`src/rtl/seg_pkg.sv`:
```
// seg_pkg: shared types and constants for the 7-segment scan controller.
//   scan_state_t : scan FSM states
//   bcd_t        : one BCD digit code
//   BCD_MAX      : largest displayable code; anything above it is a decoder don't-care
//   SEG_W        : segment vector width {g,f,e,d,c,b,a}
package seg_pkg;

  typedef enum logic [1:0] {
    ST_IDLE    = 2'd0,
    ST_BLANK   = 2'd1,
    ST_PRESENT = 2'd2,
    ST_SHOW    = 2'd3
  } scan_state_t;

  typedef logic [3:0] bcd_t;

  localparam bcd_t BCD_MAX = 4'd9;
  localparam int   SEG_W   = 7;

  function automatic logic bcd_valid(input bcd_t code);
    return (code <= BCD_MAX);
  endfunction

endpackage

```
`src/rtl/seg_scan_ctrl_if.sv`:
```
// seg_scan_ctrl_if: valid/ready write port into the per-digit BCD bank.
//   wr_valid : host requests a write
//   wr_ready : bank can accept (low only while a digit is being presented)
//   wr_digit : target digit index
//   wr_code  : BCD code to store
// Modports: master = host side, slave = scan controller side.
interface seg_scan_ctrl_if
  import seg_pkg::*;
#(
  parameter int NUM_DIGITS = 4
) ();

  localparam int DIG_W = $clog2(NUM_DIGITS);

  logic             wr_valid;
  logic             wr_ready;
  logic [DIG_W-1:0] wr_digit;
  bcd_t             wr_code;

  modport master (
    output wr_valid,
    output wr_digit,
    output wr_code,
    input  wr_ready
  );

  modport slave (
    input  wr_valid,
    input  wr_digit,
    input  wr_code,
    output wr_ready
  );

endinterface

```
`src/rtl/seg_dwell_timer.sv`:
```
// seg_dwell_timer: loadable down-counter shared by the blank and dwell phases.
//   clk, rst_n  : clock, async active-low reset
//   i_load      : load i_load_val this cycle (takes priority over counting)
//   i_load_val  : value loaded; the phase lasts i_load_val+1 cycles
//   o_count     : current count
//   o_tc        : terminal count, high while the count is zero
// The counter holds at zero until reloaded.
module seg_dwell_timer #(
  parameter int CNT_W = 4
) (
  input  logic             clk,
  input  logic             rst_n,
  input  logic             i_load,
  input  logic [CNT_W-1:0] i_load_val,
  output logic [CNT_W-1:0] o_count,
  output logic             o_tc
);

  logic [CNT_W-1:0] r_count;

  always_ff @(posedge clk or negedge rst_n) begin
    if (!rst_n) begin
      r_count <= '0;
    end else if (i_load) begin
      r_count <= i_load_val;
    end else if (r_count != '0) begin
      r_count <= r_count - CNT_W'(1);
    end
  end

  assign o_count = r_count;
  assign o_tc    = (r_count == '0);

endmodule

```
`src/rtl/seg_scan_ctrl.sv`:
```
// seg_scan_ctrl: time-multiplexed 7-segment scan controller.
// Shares one external combinational decoder among NUM_DIGITS digits: each digit
// gets a blanking gap, one cycle presenting its code to the decoder, then a
// dwell with the registered segment pattern and its one-hot digit select lit.
//
// Ports:
//   clk, rst_n : clock, async active-low reset
//   enable     : scan run; low returns to IDLE (bank retained)
//   wr         : seg_scan_ctrl_if.slave write port into the digit bank
//   dec_in     : code driven to the shared decoder (valid during PRESENT)
//   dec_seg    : decoder result {g,f,e,d,c,b,a}
//   seg_out    : registered segment drive
//   dig_sel    : one-hot digit enable, active high
//   scan_done  : one-cycle pulse in the last dwell cycle of the top digit
//   err_code   : sticky, a code above 9 was written
//
// Build option: SEG_SCAN_LEADING_ZERO_BLANK_EN blanks leading zero digits
// (digit 0 is always shown).
//
// state   | meaning
// --------+---------------------------------------------------------
// IDLE    | scan stopped, all outputs off, digit index at 0
// BLANK   | all digits off for BLANK_CYCLES to avoid ghosting
// PRESENT | one cycle: current code on dec_in, decoder result captured
// SHOW    | current digit lit for DWELL_CYCLES
module seg_scan_ctrl
  import seg_pkg::*;
#(
  parameter int NUM_DIGITS   = 4,
  parameter int DWELL_CYCLES = 1000,
  parameter int BLANK_CYCLES = 8
) (
  input  logic                  clk,
  input  logic                  rst_n,
  input  logic                  enable,
  seg_scan_ctrl_if.slave        wr,
  output bcd_t                  dec_in,
  input  logic [SEG_W-1:0]      dec_seg,
  output logic [SEG_W-1:0]      seg_out,
  output logic [NUM_DIGITS-1:0] dig_sel,
  output logic                  scan_done,
  output logic                  err_code
);

  localparam int DIG_W   = $clog2(NUM_DIGITS);
  localparam int MAX_CYC = (DWELL_CYCLES > BLANK_CYCLES) ? DWELL_CYCLES : BLANK_CYCLES;
  localparam int CNT_W   = $clog2(MAX_CYC + 1);

  localparam logic [CNT_W-1:0] DWELL_LD = CNT_W'(DWELL_CYCLES - 1);
  localparam logic [CNT_W-1:0] BLANK_LD = CNT_W'(BLANK_CYCLES - 1);
  localparam logic [DIG_W-1:0] IDX_LAST = DIG_W'(NUM_DIGITS - 1);

  scan_state_t             r_state;
  logic [DIG_W-1:0]        r_idx;
  bcd_t                    r_bank [NUM_DIGITS];
  bcd_t                    r_dec_in;
  logic [SEG_W-1:0]        r_seg;
  logic [NUM_DIGITS-1:0]   r_sel;
  logic                    r_done;
  logic                    r_err;
  logic                    r_wr_ready;

  logic                    w_wr_fire;
  logic                    w_wr_hit;
  bcd_t                    w_next_code;
  logic                    w_lz_blank;
  logic                    w_suppress;
  logic                    w_tmr_load;
  logic [CNT_W-1:0]        w_tmr_val;
  logic [CNT_W-1:0]        w_tmr_count;
  logic                    w_tmr_tc;

  // Out-of-range digit indices complete the handshake but are discarded.
  assign w_wr_fire = wr.wr_valid && r_wr_ready;
  assign w_wr_hit  = w_wr_fire && (int'(wr.wr_digit) < NUM_DIGITS);

  always_ff @(posedge clk or negedge rst_n) begin
    if (!rst_n) begin
      for (int i = 0; i < NUM_DIGITS; i++) begin
        r_bank[i] <= '0;
      end
      r_err <= 1'b0;
    end else if (w_wr_hit) begin
      r_bank[wr.wr_digit] <= wr.wr_code;
      if (!bcd_valid(wr.wr_code)) begin
        r_err <= 1'b1;
      end
    end
  end

  // A write landing on the edge that enters PRESENT must be what the decoder
  // sees, so the bank is bypassed for that digit. During PRESENT the bank is
  // frozen (wr_ready low), so suppression below sees the same code.
  assign w_next_code = (w_wr_hit && (wr.wr_digit == r_idx)) ? wr.wr_code : r_bank[r_idx];

`ifdef SEG_SCAN_LEADING_ZERO_BLANK_EN
  logic w_upper_zero;

  always_comb begin
    w_upper_zero = 1'b1;
    for (int i = 0; i < NUM_DIGITS; i++) begin
      if ((i >= int'(r_idx)) && (r_bank[i] != 4'd0)) begin
        w_upper_zero = 1'b0;
      end
    end
  end

  assign w_lz_blank = (r_idx != '0) && w_upper_zero;
`else
  assign w_lz_blank = 1'b0;
`endif

  assign w_suppress = !bcd_valid(r_bank[r_idx]) || w_lz_blank;

  always_comb begin
    w_tmr_load = 1'b0;
    w_tmr_val  = BLANK_LD;
    if (enable) begin
      case (r_state)
        ST_IDLE:    w_tmr_load = 1'b1;
        ST_PRESENT: begin
          w_tmr_load = 1'b1;
          w_tmr_val  = DWELL_LD;
        end
        ST_SHOW:    w_tmr_load = w_tmr_tc;
        default:    w_tmr_load = 1'b0;
      endcase
    end
  end

  seg_dwell_timer #(
    .CNT_W (CNT_W)
  ) u_timer (
    .clk        (clk),
    .rst_n      (rst_n),
    .i_load     (w_tmr_load),
    .i_load_val (w_tmr_val),
    .o_count    (w_tmr_count),
    .o_tc       (w_tmr_tc)
  );

  always_ff @(posedge clk or negedge rst_n) begin
    if (!rst_n) begin
      r_state    <= ST_IDLE;
      r_idx      <= '0;
      r_dec_in   <= '0;
      r_seg      <= '0;
      r_sel      <= '0;
      r_done     <= 1'b0;
      r_wr_ready <= 1'b1;
    end else begin
      r_done     <= 1'b0;
      r_wr_ready <= 1'b1;
      if (!enable) begin
        r_state  <= ST_IDLE;
        r_idx    <= '0;
        r_dec_in <= '0;
        r_seg    <= '0;
        r_sel    <= '0;
      end else begin
        case (r_state)
          ST_IDLE: begin
            r_state <= ST_BLANK;
          end
          ST_BLANK: begin
            if (w_tmr_tc) begin
              r_state    <= ST_PRESENT;
              r_dec_in   <= bcd_valid(w_next_code) ? w_next_code : '0;
              r_wr_ready <= 1'b0;
            end
          end
          ST_PRESENT: begin
            r_state  <= ST_SHOW;
            r_dec_in <= '0;
            r_seg    <= w_suppress ? '0 : dec_seg;
            r_sel    <= {{(NUM_DIGITS-1){1'b0}}, 1'b1} << r_idx;
            // scan_done is registered, so it is raised on the edge entering
            // the final dwell cycle of the top digit.
            if ((DWELL_CYCLES == 1) && (r_idx == IDX_LAST)) begin
              r_done <= 1'b1;
            end
          end
          ST_SHOW: begin
            if ((w_tmr_count == CNT_W'(1)) && (r_idx == IDX_LAST)) begin
              r_done <= 1'b1;
            end
            if (w_tmr_tc) begin
              r_state <= ST_BLANK;
              r_seg   <= '0;
              r_sel   <= '0;
              r_idx   <= (r_idx == IDX_LAST) ? '0 : r_idx + DIG_W'(1);
            end
          end
          default: begin
            r_state <= ST_IDLE;
          end
        endcase
      end
    end
  end

  assign wr.wr_ready = r_wr_ready;
  assign dec_in      = r_dec_in;
  assign seg_out     = r_seg;
  assign dig_sel     = r_sel;
  assign scan_done   = r_done;
  assign err_code    = r_err;

endmodule

```
`src/flat_wrapper.sv`:
```
// flat-port wrapper written by rule: the top's interface ports become plain ports
module seg_scan_ctrl_flat import seg_pkg::*;
#(
  parameter int NUM_DIGITS   = 4,
  parameter int DWELL_CYCLES = 1000,
  parameter int BLANK_CYCLES = 8
)
  (clk, rst_n, enable, dec_in, dec_seg, seg_out, dig_sel, scan_done, err_code, wr_wr_valid, wr_wr_digit, wr_wr_code, wr_wr_ready);
  seg_scan_ctrl_if #(.NUM_DIGITS(NUM_DIGITS)) wr_i ();
  input  logic clk;
  input  logic rst_n;
  input  logic enable;
  output bcd_t dec_in;
  input  logic [SEG_W-1:0] dec_seg;
  output logic [SEG_W-1:0] seg_out;
  output logic [NUM_DIGITS-1:0] dig_sel;
  output logic scan_done;
  output logic err_code;
  input wire logic [$bits(wr_i.wr_valid)-1:0] wr_wr_valid;
  input wire logic [$bits(wr_i.wr_digit)-1:0] wr_wr_digit;
  input wire logic [$bits(wr_i.wr_code)-1:0] wr_wr_code;
  output wire logic [$bits(wr_i.wr_ready)-1:0] wr_wr_ready;
  assign wr_i.wr_valid = wr_wr_valid;
  assign wr_i.wr_digit = wr_wr_digit;
  assign wr_i.wr_code = wr_wr_code;
  assign wr_wr_ready = wr_i.wr_ready;
  seg_scan_ctrl #(.NUM_DIGITS(NUM_DIGITS), .DWELL_CYCLES(DWELL_CYCLES), .BLANK_CYCLES(BLANK_CYCLES)) u_core (.clk(clk), .rst_n(rst_n), .enable(enable), .wr(wr_i), .dec_in(dec_in), .dec_seg(dec_seg), .seg_out(seg_out), .dig_sel(dig_sel), .scan_done(scan_done), .err_code(err_code));
endmodule
```
`config.mk`:
```
export PLATFORM = sky130hd
export DESIGN_NAME = seg_scan_ctrl_flat
export DESIGN_NICKNAME = d
export VERILOG_FILES = /design/src/rtl/seg_pkg.sv /design/src/rtl/seg_scan_ctrl_if.sv /design/src/rtl/seg_dwell_timer.sv /design/src/rtl/seg_scan_ctrl.sv /design/src/flat_wrapper.sv
export SDC_FILE = /design/constraint.sdc
export NUM_CORES = 1
export LEC_CHECK = 0
export BUFFER_PORTS_ARGS = -buffer_cell sky130_fd_sc_hd__buf_2
export CAP_MARGIN = 20
export CORE_ASPECT_RATIO = 2
export CORE_UTILIZATION = 30
export CTS_CLUSTER_DIAMETER = 100
export DETAILED_ROUTE_END_ITERATION = 6
export PLACE_DENSITY = 0.5
export SYNTH_ARGS = -nofsm -noshare
export SYNTH_HDL_FRONTEND = slang
export SYNTH_SLANG_ARGS = --single-unit
```
`constraint.sdc`:
```
create_clock -name clk -period 2.36 [get_ports clk]
set_input_delay 0.472 -clock clk [delete_from_list [all_inputs] [get_ports clk]]
set_output_delay 0.472 -clock clk [all_outputs]
set_load 0.03 [all_outputs]
```
==> results.sh, run 1 <==
export IMPL_antenna_found_initial=0
export IMPL_clk_latency_ns=0.29
export IMPL_post_cts_buffers=0
export IMPL_p_total_mw=2.722
export IMPL_clk_pin_slew_ns=0.06
export IMPL_r2r_cells=4
export IMPL_power_switching_uw=938.8
export IMPL_yosys_area_share_adder_pct=5.435
export IMPL_crit_arrival_ns=2.19
export IMPL_placed_area_um2=2836
export IMPL_p_per_area_nw_per_um2=911.4
export IMPL_synth_sequential_area_ratio_pct=47.48
export IMPL_drt_initial_drc_count=86
export IMPL_yosys_register_bits=48
export IMPL_internal_power_mw=1.783
export IMPL_final_setup_tns_ns=0
export IMPL_yosysUniqueCellTypes=48
export IMPL_synthSimpleGateAreaFrac_pct=15.81
export IMPL_wl_mm=5.568
export IMPL_postLayoutCoreUtil_pct=36.28
export IMPL_drt_pass1_iterations=4
export IMPL_cts_buffer_depth=2
export IMPL_yosys_warnings=0
export IMPL_crit_type="flip-flop to flip-flop"
export IMPL_timing_fmax_ghz=0.5099
export IMPL_globalplace_congestion=0.7299
export IMPL_rr_endpoint="u_core.seg_out[3]"
export IMPL_synth_area_mux_share_pct=17.05
export IMPL_hp_class="primary input to asynchronous set/reset pin"
export IMPL_diodes=0
export IMPL_setup_viol=0
export IMPL_design_area_um2=2987
export IMPL_vias=1736
export IMPL_hold_violations=0
export IMPL_synth_top_area_share_pct=46.44
export IMPL_synth_cells=213
export IMPL_grt_first_pass_wirelength_mm=9.259
export IMPL_dpl_hpwl_mm=4.249
export IMPL_r2r_start="u_core.r_idx[0]"
export IMPL_ys_flop_type="dfrtp_1"
export IMPL_crit_fanout=10
export IMPL_syn_avg_cell_area_um2=11.89
export IMPL_die_y_um=131.9
export IMPL_synth_edf_count=0
export IMPL_slew_headroom_pct=64.25
export IMPL_fin_ws_ns=0.3990
export IMPL_port_buffers=34
export IMPL_synth_xor_area_share_pct=3.113
export IMPL_syn_num_nets=241
export IMPL_required_ns=2.59
export IMPL_dp_slack_ns=0.3530
export IMPL_synth_most_common_cell="dfrtp_1"
export IMPL_synth_area_um2=2532
export IMPL_drive_gt1_share_pct=32.94
export IMPL_gr_total_overflow=0
export IMPL_grt_pass1_vias=1899
export IMPL_slew_violations=0
export IMPL_async_reset_ff_share_pct=100.0
export IMPL_cts_buffers=5
export IMPL_ant_nets=0
export IMPL_via_per_inst=4.918
export IMPL_yosysTopAreaCell="dfrtp_1"
export IMPL_power_frac_comb_pct=30.9
export IMPL_skew_ns=0.005572
export IMPL_ioPinCount=35
export IMPL_p_leak_nw=1.375
export IMPL_areaGrowthSynthToFinish_pct=17.93
export IMPL_drc=0
export IMPL_period_share_pct=83.10
export IMPL_status="complete, no violations"
export IMPL_synth_compound_area_share_pct=8.152
export IMPL_grt_setup_unrepaired="false"
export IMPL_pwr_share_seq_pct=42.2
export IMPL_switching_share_pct=34.49
export IMPL_clkPwrFrac_pct=26.9
export IMPL_maxCapViolations=0
export IMPL_clock_root_buffer="clkbuf_16"
export IMPL_die_x_um=66.97
export IMPL_core_rowCount=47
export IMPL_cts_sinks=48
export IMPL_ff2ff_setup_slack_ns=0.40
export IMPL_cts_resized=0
export IMPL_grt_max_degree=23
export IMPL_synth_commonest_cells="47 x dfrtp_1, 22 x mux2_2, 12 x nand2_1, 12 x nor2_1"
export IMPL_cts_hold_buf=0
export IMPL_fin_nets=282
export IMPL_vdd_ir_drop_max_mv=0.3134
export IMPL_fin_crit_ns=1.961
export IMPL_cp_end_kind="flip-flop"
export IMPL_htree_levels=2
export IMPL_worstMarginPinSlew_ns=0.5363
export IMPL_yosys_top_cells_area="dfrtp_1 46%, mux2_2 9.8%, ha_1 5.4%"
export IMPL_grt_use_total_pct=14.26
export IMPL_start_util_pct=30.76
export IMPL_dieArea_um2=8835
export IMPL_crit_path_start_kind="flip-flop"
export IMPL_cts_tree="yes"
export IMPL_synth_top_family_by_area="multiplexers"
export IMPL_wire_per_inst_um=15.77
export IMPL_core_um2=8233
-- per-layer routing --
metal	up-vias	part of all wire (%)	global-route usage (%)
li1	849	-	-
met1	845	38	13.90
met2	31	56	26.60
met3	11	3.2	3.028
met4	0	3.0	7.092
met5	-	0	0
-- flip-flops by register name, summed over array words and instances, names as in the netlist --
signal                  cells
u_core.wr.wr_ready          1
u_core.r_bank              16
u_core.r_idx                2
u_core.err_code             1
u_core.dig_sel              4
u_core.scan_done            1
u_core.r_state              2
u_core.dec_in               4
u_core.u_timer.o_count     10
u_core.seg_out              7
-- cells by family after synthesis --
kind of cell	count (synthesis)
flip-flops	48
AO/OA/AOI/OAI	28
buffers and inverters	17
multiplexers	35
AND/OR/NAND/NOR	65
XOR/XNOR	9
adder cells (fa/ha/maj)	11
-- per-stage QoR --
step,cells,hold WS (ns)
after global routing,353,0.1873
final,353,0.1581
after CTS,353,0.1678
after floorplan,213,0.1764
after detailed placement,345,0.4646
after global placement,345,0.4589
-- worst max-delay path, cell delays in order (launching register included) --
cell	delay, ns
dfrtp_1	0.62
mux4_2	0.60
o21ai_2	0.34
and3_1	0.21
mux2_2	0.13
-- power by group through the flow --
stage / clock network (mW) / logic, mW / registers (mW)
6_report: 0.733 / 0.842 / 1.15
2_1_floorplan: 0 / 0.571 / 1.18
3_3_place_gp: 0 / 0.839 / 1.16
3_5_place_dp: 0 / 0.851 / 1.16
4_1_cts: 0.762 / 0.856 / 1.15
5_1_grt: 0.794 / 0.946 / 1.17
-- cell usage in the layout, fill, tap and decap left out, types with 2 or more instances in the layout --
cell type,n
mux2_1,3
or3_1,4
o31ai_2,2
nand3_1,6
a21oi_1,2
dfrtp_1,47
a21boi_1,4
xor2_1,7
nand2_1,12
inv_1,11
mux2i_1,6
a211o_1,2
ha_1,11
nor4_4,2
mux4_2,4
and3_1,8
nor3_1,4
buf_4,6
clkbuf_16,5
xnor2_1,2
mux2_2,22
o21ai_1,7
buf_2,34
nand4_1,3
nand2b_1,3
nor2b_1,2
nor2_1,12
-- how the worst max path moves through the flow --
stage | startpoint | to | slack (ns) | cells after the start
after floorplan | u_core.wr.wr_ready | u_core.dec_in[3] | 0.49 | 4
after global placement | u_core.r_idx[0] | u_core.seg_out[0] | 0.39 | 4
after detailed placement | u_core.r_idx[0] | u_core.seg_out[2] | 0.35 | 4
after CTS | u_core.r_idx[0] | u_core.seg_out[2] | 0.33 | 4
after global routing | u_core.r_idx[0] | u_core.dec_in[1] | 0.20 | 4
final | u_core.r_idx[0] | u_core.seg_out[3] | 0.40 | 4
-- cell type report --
type | instances | area, um2
clock buffers | 7 | 142.6
clock inverters | 1 | 7.507
fillers | 851 | 5246
inverters | 11 | 41.29
multi-input cells | 148 | 1255
flip-flops and latches | 48 | 1202
well taps | 98 | 122.6
repair buffers | 40 | 215.2
Note: power is estimated with default switching activity, not from simulation.
==> run 2, diff against run 1 <==
--- a/config.mk
+++ b/config.mk
@@ -5,6 +5,7 @@
 export SDC_FILE = /design/constraint.sdc
 export NUM_CORES = 1
 export LEC_CHECK = 0
+export ABC_AREA = 1
 export BUFFER_PORTS_ARGS = -buffer_cell sky130_fd_sc_hd__buf_2
 export CAP_MARGIN = 20
 export CORE_ASPECT_RATIO = 2
==> constraint.sdc (replaced) <==
create_clock -name clk -period 2 [get_ports clk]
set_input_delay 0.4 -clock clk [delete_from_list [all_inputs] [get_ports clk]]
set_output_delay 0.4 -clock clk [all_outputs]
set_load 0.03 [all_outputs]
==> run 2 against run 1 <==
The flow now finishes with violations (hold timing). Routed wire length up 14%. Clock skew is 0.0077 ns higher. Cell area up 2.0%. Total power increased by 50%. Via count up 26%. Register-to-register slack lost 0.095 ns. Core utilization grew 0.47 points. Combinational power is 95% higher. Synthesized area is 1.8% higher. Highest routed layer unchanged. Sequential share of layout area down 0.79 points. Count of clock-buffer cells in the layout is 2 lower.
==> results.sh, run 2 <==
export IMPL_status="complete, but fails checks"
export IMPL_failed_checks="hold timing"
export IMPL_synth_commonest_cells="95 x nand2_1, 47 x dfrtp_1, 44 x nand3_1"
export IMPL_async_reset_ff_share_pct=100.0
export IMPL_yosys_warnings=0
export IMPL_grt_first_pass_wirelength_mm=10.19
export IMPL_met1Wirelength_mm=2.446
export IMPL_layout_common_cells="95 x nand2_1, 47 x dfrtp_1, 44 x nand3_1"
export IMPL_die_y_um=133.1
export IMPL_drt_initial_drc_count=112
export IMPL_syn_avg_cell_area_um2=7.906
export IMPL_top_layer_used="met4"
export IMPL_synth_cells=326
export IMPL_yosys_top_cells_area="dfrtp_1 46%, nand2_1 14%, nand3_1 8.5%"
export IMPL_synth_area_um2=2577
export IMPL_post_cts_buffers=0
export IMPL_crit_arrival_ns=1.85
export IMPL_layout_commonest_cell="nand2_1"
export IMPL_hold_ws_ns=-0.003781
export IMPL_ys_flop_type="dfrtp_1"
export IMPL_fin_nets=395
export IMPL_htree_levels=2
export IMPL_skew_ns=0.01324
export IMPL_worstMarginPinSlew_ns=0.3623
export IMPL_dr_wl_met2_mm=3.448
export IMPL_drc=0
export IMPL_top_register="u_core.r_bank"
export IMPL_die_x_um=67.54
export IMPL_slew_violations=0
export IMPL_yosys_register_bits=48
export IMPL_vdd_ir_drop_max_mv=0.6800
export IMPL_areaGrowthSynthToFinish_pct=18.20
export IMPL_clk_pin_slew_ns=0.07
export IMPL_synth_sequential_area_ratio_pct=46.65
export IMPL_port_buffers=34
export IMPL_grt_max_degree=19
export IMPL_dpl_hpwl_mm=4.906
export IMPL_p_total_mw=4.085
export IMPL_cp_end_kind="flip-flop"
export IMPL_via_per_inst=4.695
export IMPL_core_um2=8292
export IMPL_wire_per_inst_um=13.57
export IMPL_clk_latency_ns=0.30
export IMPL_cts_tree="yes"
export IMPL_p_leak_nw=1.618
export IMPL_drt_pass1_iterations=4
export IMPL_vias=2188
export IMPL_timing_fmax_ghz=0.5896
export IMPL_p_per_area_nw_per_um2=1341
export IMPL_cts_hold_buf=0
export IMPL_crit_path_start_kind="flip-flop"
export IMPL_dieArea_um2=8989
export IMPL_crit_fanout=8
export IMPL_antenna_found_initial=0
export IMPL_gr_total_overflow=0
export IMPL_required_ns=2.16
export IMPL_grt_setup_unrepaired="false"
export IMPL_setup_viol=0
export IMPL_crit_type="flip-flop to flip-flop"
export IMPL_hold_violations=2
export IMPL_cts_resized=0
export IMPL_fin_crit_ns=1.696
export IMPL_route_met3_wl_um=196
export IMPL_synth_top_area_share_pct=45.63
export IMPL_ant_nets=0
export IMPL_clock_root_buffer="clkbuf_16"
export IMPL_grt_use_total_pct=15.39
export IMPL_cts_buffers=5
export IMPL_cts_sinks=48
export IMPL_globalplace_congestion=0.7955
export IMPL_syn_num_nets=354
export IMPL_synth_edf_count=0
export IMPL_hp_class="primary input to asynchronous set/reset pin"
export IMPL_maxCapViolations=0
export IMPL_fillers=879
export IMPL_start_util_pct=31.08
export IMPL_period_share_pct=84.81
export IMPL_drive_gt1_share_pct=16.85
export IMPL_largest_reg_flops=16
export IMPL_yosysUniqueCellTypes=26
export IMPL_r2r_cells=9
export IMPL_core_rowCount=47
export IMPL_ioPinCount=35
export IMPL_diodes=0
export IMPL_yosysTopAreaCell="dfrtp_1"
export IMPL_grt_pass1_vias=2185
export IMPL_wl_mm=6.324
export IMPL_cts_buffer_depth=2
export IMPL_slew_headroom_pct=75.59
export IMPL_final_setup_tns_ns=0
export IMPL_synth_most_common_cell="nand2_1"
==> run 2: cell families (layout without fill, tap and decap cells) <==
| group | count (synthesis) | after routing | share of synthesized area [%] |
|---|---|---|---|
| simple gates | 185 | 185 | 32.09 |
| flops | 48 | 48 | 46.65 |
| buf+inv | 39 | 81 | 6.262 |
| compound gates | 36 | 36 | 7.282 |
| fa+ha+maj | 11 | 11 | 5.340 |
| xor+xnor | 7 | 7 | 2.379 |
==> run 2: final cells by class <==
type | count | area, um2 | area share [%]
multi-input combinational | 239 | 1214 | 39.84
sequential | 48 | 1202 | 39.47
timing repair buffer | 39 | 207.7 | 6.817
inverter | 34 | 127.6 | 4.189
clock buffer | 5 | 125.1 | 4.107
tap | 98 | 122.6 | 4.025
clock inverter | 3 | 47.55 | 1.561
==> run 2: per-layer routing <==
layer / track usage [%] / up-vias
li1: - / 1123
met1: 15.84 / 1005
met2: 27.56 / 45
met3: 2.759 / 15
met4: 8.511 / 0
met5: 0 / -
==> run 2: power breakdown <==
group          switching [mW]  total [mW]  internal (mW)
Clock                   0.383       0.977          0.594
Sequential              0.205        1.46           1.26
Combinational            1.11        1.64          0.531
==> run 2: worst paths after layout <==
path	startpoint	endpoint	slack, ns
worst min register to register	u_core.dec_in[3]	u_core.dec_in[3]	0.48
max in group asynchronous	rst_n	u_core.r_bank[7]	1.42
worst max register to register	u_core.u_timer.o_count[0]	u_core.u_timer.o_count[7]	0.30
worst min-delay path	rst_n	u_core.u_timer.o_count[8]	-0.004
worst max-delay path	u_core.u_timer.o_count[0]	u_core.u_timer.o_count[7]	0.30
min in group clk	wr_wr_code[0]	u_core.r_bank[0]	0.34
==> run 2: per-stage QoR <==
step,util [%],setup WS [ns],area (um2),instances,hold WS [ns]
after global placement,34.66,0.3451,2874,458,0.3255
after CTS,36.74,0.2755,3047,466,0.005009
after detailed placement,34.66,0.2890,2874,458,0.3317
final,36.74,0.3038,3047,466,-0.003781
after floorplan,-,0.5099,2577,326,0.1044
after global routing,36.74,0.1086,3047,466,0.02094
==> run 2: critical path, stage by stage, from the launching register on <==
cell and delay, ns:
dfrtp_1 0.39, inv_1 0.14, ha_1 0.19, inv_1 0.09, nor2_1 0.14, nand3_1 0.08, nand2_1 0.10, nand2_1 0.19
nand2_1 0.14, o21ai_0 0.09
==> run 3, diff against run 2 <==
--- a/config.mk
+++ b/config.mk
@@ -12,7 +12,7 @@
 export CORE_UTILIZATION = 30
 export CTS_CLUSTER_DIAMETER = 100
 export DETAILED_ROUTE_END_ITERATION = 6
-export PLACE_DENSITY = 0.5
+export PLACE_DENSITY = 0.52
 export SYNTH_ARGS = -nofsm -noshare
 export SYNTH_HDL_FRONTEND = slang
 export SYNTH_SLANG_ARGS = --single-unit
==> constraint.sdc (replaced) <==
create_clock -name clk -period 1.4 [get_ports clk]
set_input_delay 0.28 -clock clk [delete_from_list [all_inputs] [get_ports clk]]
set_output_delay 0.28 -clock clk [all_outputs]
set_load 0.03 [all_outputs]
==> run 3 against run 2 <==
The run ends with setup timing left. Sequential power increased by 43%. Core utilization increased by 9.4 points. Total power increased by 76%. Sequential share of layout area decreased by 7.9 points. Worst setup slack got worse by 0.37 ns. First-iteration DRC count decreased by 13%. Critical path depth increased by 2. Largest power group unchanged.
==> results.sh, run 3 (synthesized netlist as in run 2, its figures left out) <==
export IMPL_p_total_mw=7.208
export IMPL_slew_headroom_pct=82.15
export IMPL_grt_max_degree=49
export IMPL_worstMarginPinSlew_ns=0.2678
export IMPL_grt_use_total_pct=16.93
export IMPL_diodes=0
export IMPL_crit_type="flip-flop to flip-flop"
export IMPL_dpl_hpwl_mm=5.228
export IMPL_port_buffers=34
export IMPL_cts_buffers=5
export IMPL_setup_viol=20
export IMPL_placed_area_um2=3229
export IMPL_gr_total_overflow=0
export IMPL_hold_violations=0
export IMPL_areaGrowthSynthToFinish_pct=48.45
export IMPL_ff2ff_setup_slack_ns=-0.06
export IMPL_slew_violations=0
export IMPL_min_from="wr_wr_code[0]"
export IMPL_hp_class="primary input to flip-flop"
export IMPL_r2r_cells=11
export IMPL_core_um2=8292
export IMPL_crit_path_start_kind="flip-flop"
export IMPL_layout_common_cells="68 x nand2_1, 48 x buf_4, 44 x dfrtp_1"
export IMPL_p_per_area_nw_per_um2=1884
export IMPL_postLayoutCoreUtil_pct=46.14
export IMPL_failed_checks="setup timing"
export IMPL_crit_arrival_ns=1.65
export IMPL_ioPinCount=35
export IMPL_globalplace_congestion=0.8424
export IMPL_status="complete, but fails checks"
export IMPL_drt_pass1_iterations=4
export IMPL_fillers=802
export IMPL_crit_fanout=5
export IMPL_maxCapViolations=0
export IMPL_vias=2433
export IMPL_core_rowCount=47
export IMPL_vdd_ir_drop_max_mv=0.9130
export IMPL_skew_ns=0.005212
export IMPL_die_y_um=133.1
export IMPL_start_util_pct=31.08
export IMPL_design_area_um2=3826
export IMPL_required_ns=1.59
export IMPL_fin_ws_ns=-0.06304
export IMPL_wire_per_inst_um=13.96
export IMPL_cts_buffer_depth=2
export IMPL_r2r_start="u_core.u_timer.o_count[1]"
export IMPL_timing_fmax_ghz=0.6835
export IMPL_p_leak_nw=1.901
export IMPL_dieArea_um2=8989
export IMPL_endpoint="u_core.u_timer.o_count[3]"
export IMPL_rr_endpoint="u_core.u_timer.o_count[3]"
export IMPL_htree_levels=2
export IMPL_via_per_inst=4.697
export IMPL_wl_mm=7.231
export IMPL_top_register="u_core.r_bank"
export IMPL_drive_gt1_share_pct=45.24
export IMPL_largest_reg_flops=16
export IMPL_grt_first_pass_wirelength_mm=11.22
export IMPL_clk_pin_slew_ns=0.07
export IMPL_layout_commonest_cell="nand2_1"
export IMPL_fin_crit_ns=1.463
export IMPL_drc=0
export IMPL_hold_path_cell_count=3
export IMPL_clock_root_buffer="clkbuf_16"
export IMPL_grt_setup_unrepaired="true"
export IMPL_cp_end_kind="flip-flop"
export IMPL_antenna_found_initial=0
export IMPL_clk_latency_ns=0.30
export IMPL_die_x_um=67.54
export IMPL_fin_nets=447
export IMPL_drt_initial_drc_count=97
export IMPL_ant_nets=0
export IMPL_cts_tree="yes"
export IMPL_period_share_pct=104.5
export IMPL_grt_pass1_vias=2457
export IMPL_critPathLaunch="u_core.u_timer.o_count[1]"
export IMPL_cts_sinks=48
export IMPL_dp_slack_ns=-0.1989
## run 3: cell types whose count changed in the layout (fill, tap and decap cells not counted), moves of 5 or more
cell / delta
nor2_1: -11
buf_4: +43
o21ai_0: -6
nand2_2: +20
nand3_1: -12
inv_1: -8
inv_2: +5
nor2_2: +8
nand2_1: -27
nand3_2: +11
ha_1: -6
nand2_4: +7
## run 3: final cells by class
class                   count  area (um2)  area share [%]
clock buffers               5       125.1           3.270
clock inverters             3       23.77          0.6213
inverters                  34       137.6           3.597
multi-input cells         241        1577           41.20
flip-flops and latches     48        1206           31.52
well taps                  98       122.6           3.205
repair buffers             89       634.4           16.58
## run 3: report_power, final
group | total, mW | leakage (nW) | internal, mW | switching, mW
clock | 1.24 | 0.0660 | 0.666 | 0.571
combinational | 3.88 | 1.24 | 1.66 | 2.22
sequential | 2.09 | 0.596 | 1.81 | 0.286
## run 3: stage by stage
step / hold slack, ns / TNS, ns / cells
floorplan: -0.01559 / -0.007220 / 326
global placement: 0.2863 / -2.845 / 496
detailed placement: 0.2893 / -3.899 / 496
CTS: 0.2184 / -1.239 / 512
global route: 0.2254 / -3.032 / 518
finish: 0.2166 / -0.8110 / 518
## run 3: per-layer routing
| metal | GRT usage (%) | routed length (um) |
|---|---|---|
| met1 | 16.80 | 2558 |
| met2 | 31.90 | 4239 |
| met3 | 2.759 | 187 |
| met4 | 7.683 | 246 |
| met5 | 0 | 0 |
## run 3: worst min path at each step
stage          slack [ns]                   endpoint
2_1_floorplan       -0.02           u_core.dec_in[0]
3_3_place_gp         0.29  u_core.u_timer.o_count[9]
3_5_place_dp         0.29  u_core.u_timer.o_count[9]
4_1_cts              0.22           u_core.r_bank[0]
5_1_grt              0.23           u_core.r_bank[0]
6_report             0.22           u_core.r_bank[0]
## run 3: critical path: stages (launching register included)
cell and delay (ns):
dfrtp_1 0.39, inv_2 0.08, ha_4 0.16, inv_4 0.04, buf_6 0.11, nor2_4 0.09, nand2_4 0.07, buf_6 0.14
inv_4 0.05, nor2_2 0.03, xnor2_1 0.15, nor2_1 0.05
## run 3: what timing repair did
item | in CTS | in global routing
setup buffers | 5 | 6
pin swaps | 15 | 20
hold buffers | 1 | 0
endpoints found under the setup margin | 29 | 41
resized for setup | 45 | 52
cloned | 2 | 0
endpoints found under the hold margin | 47 | 0
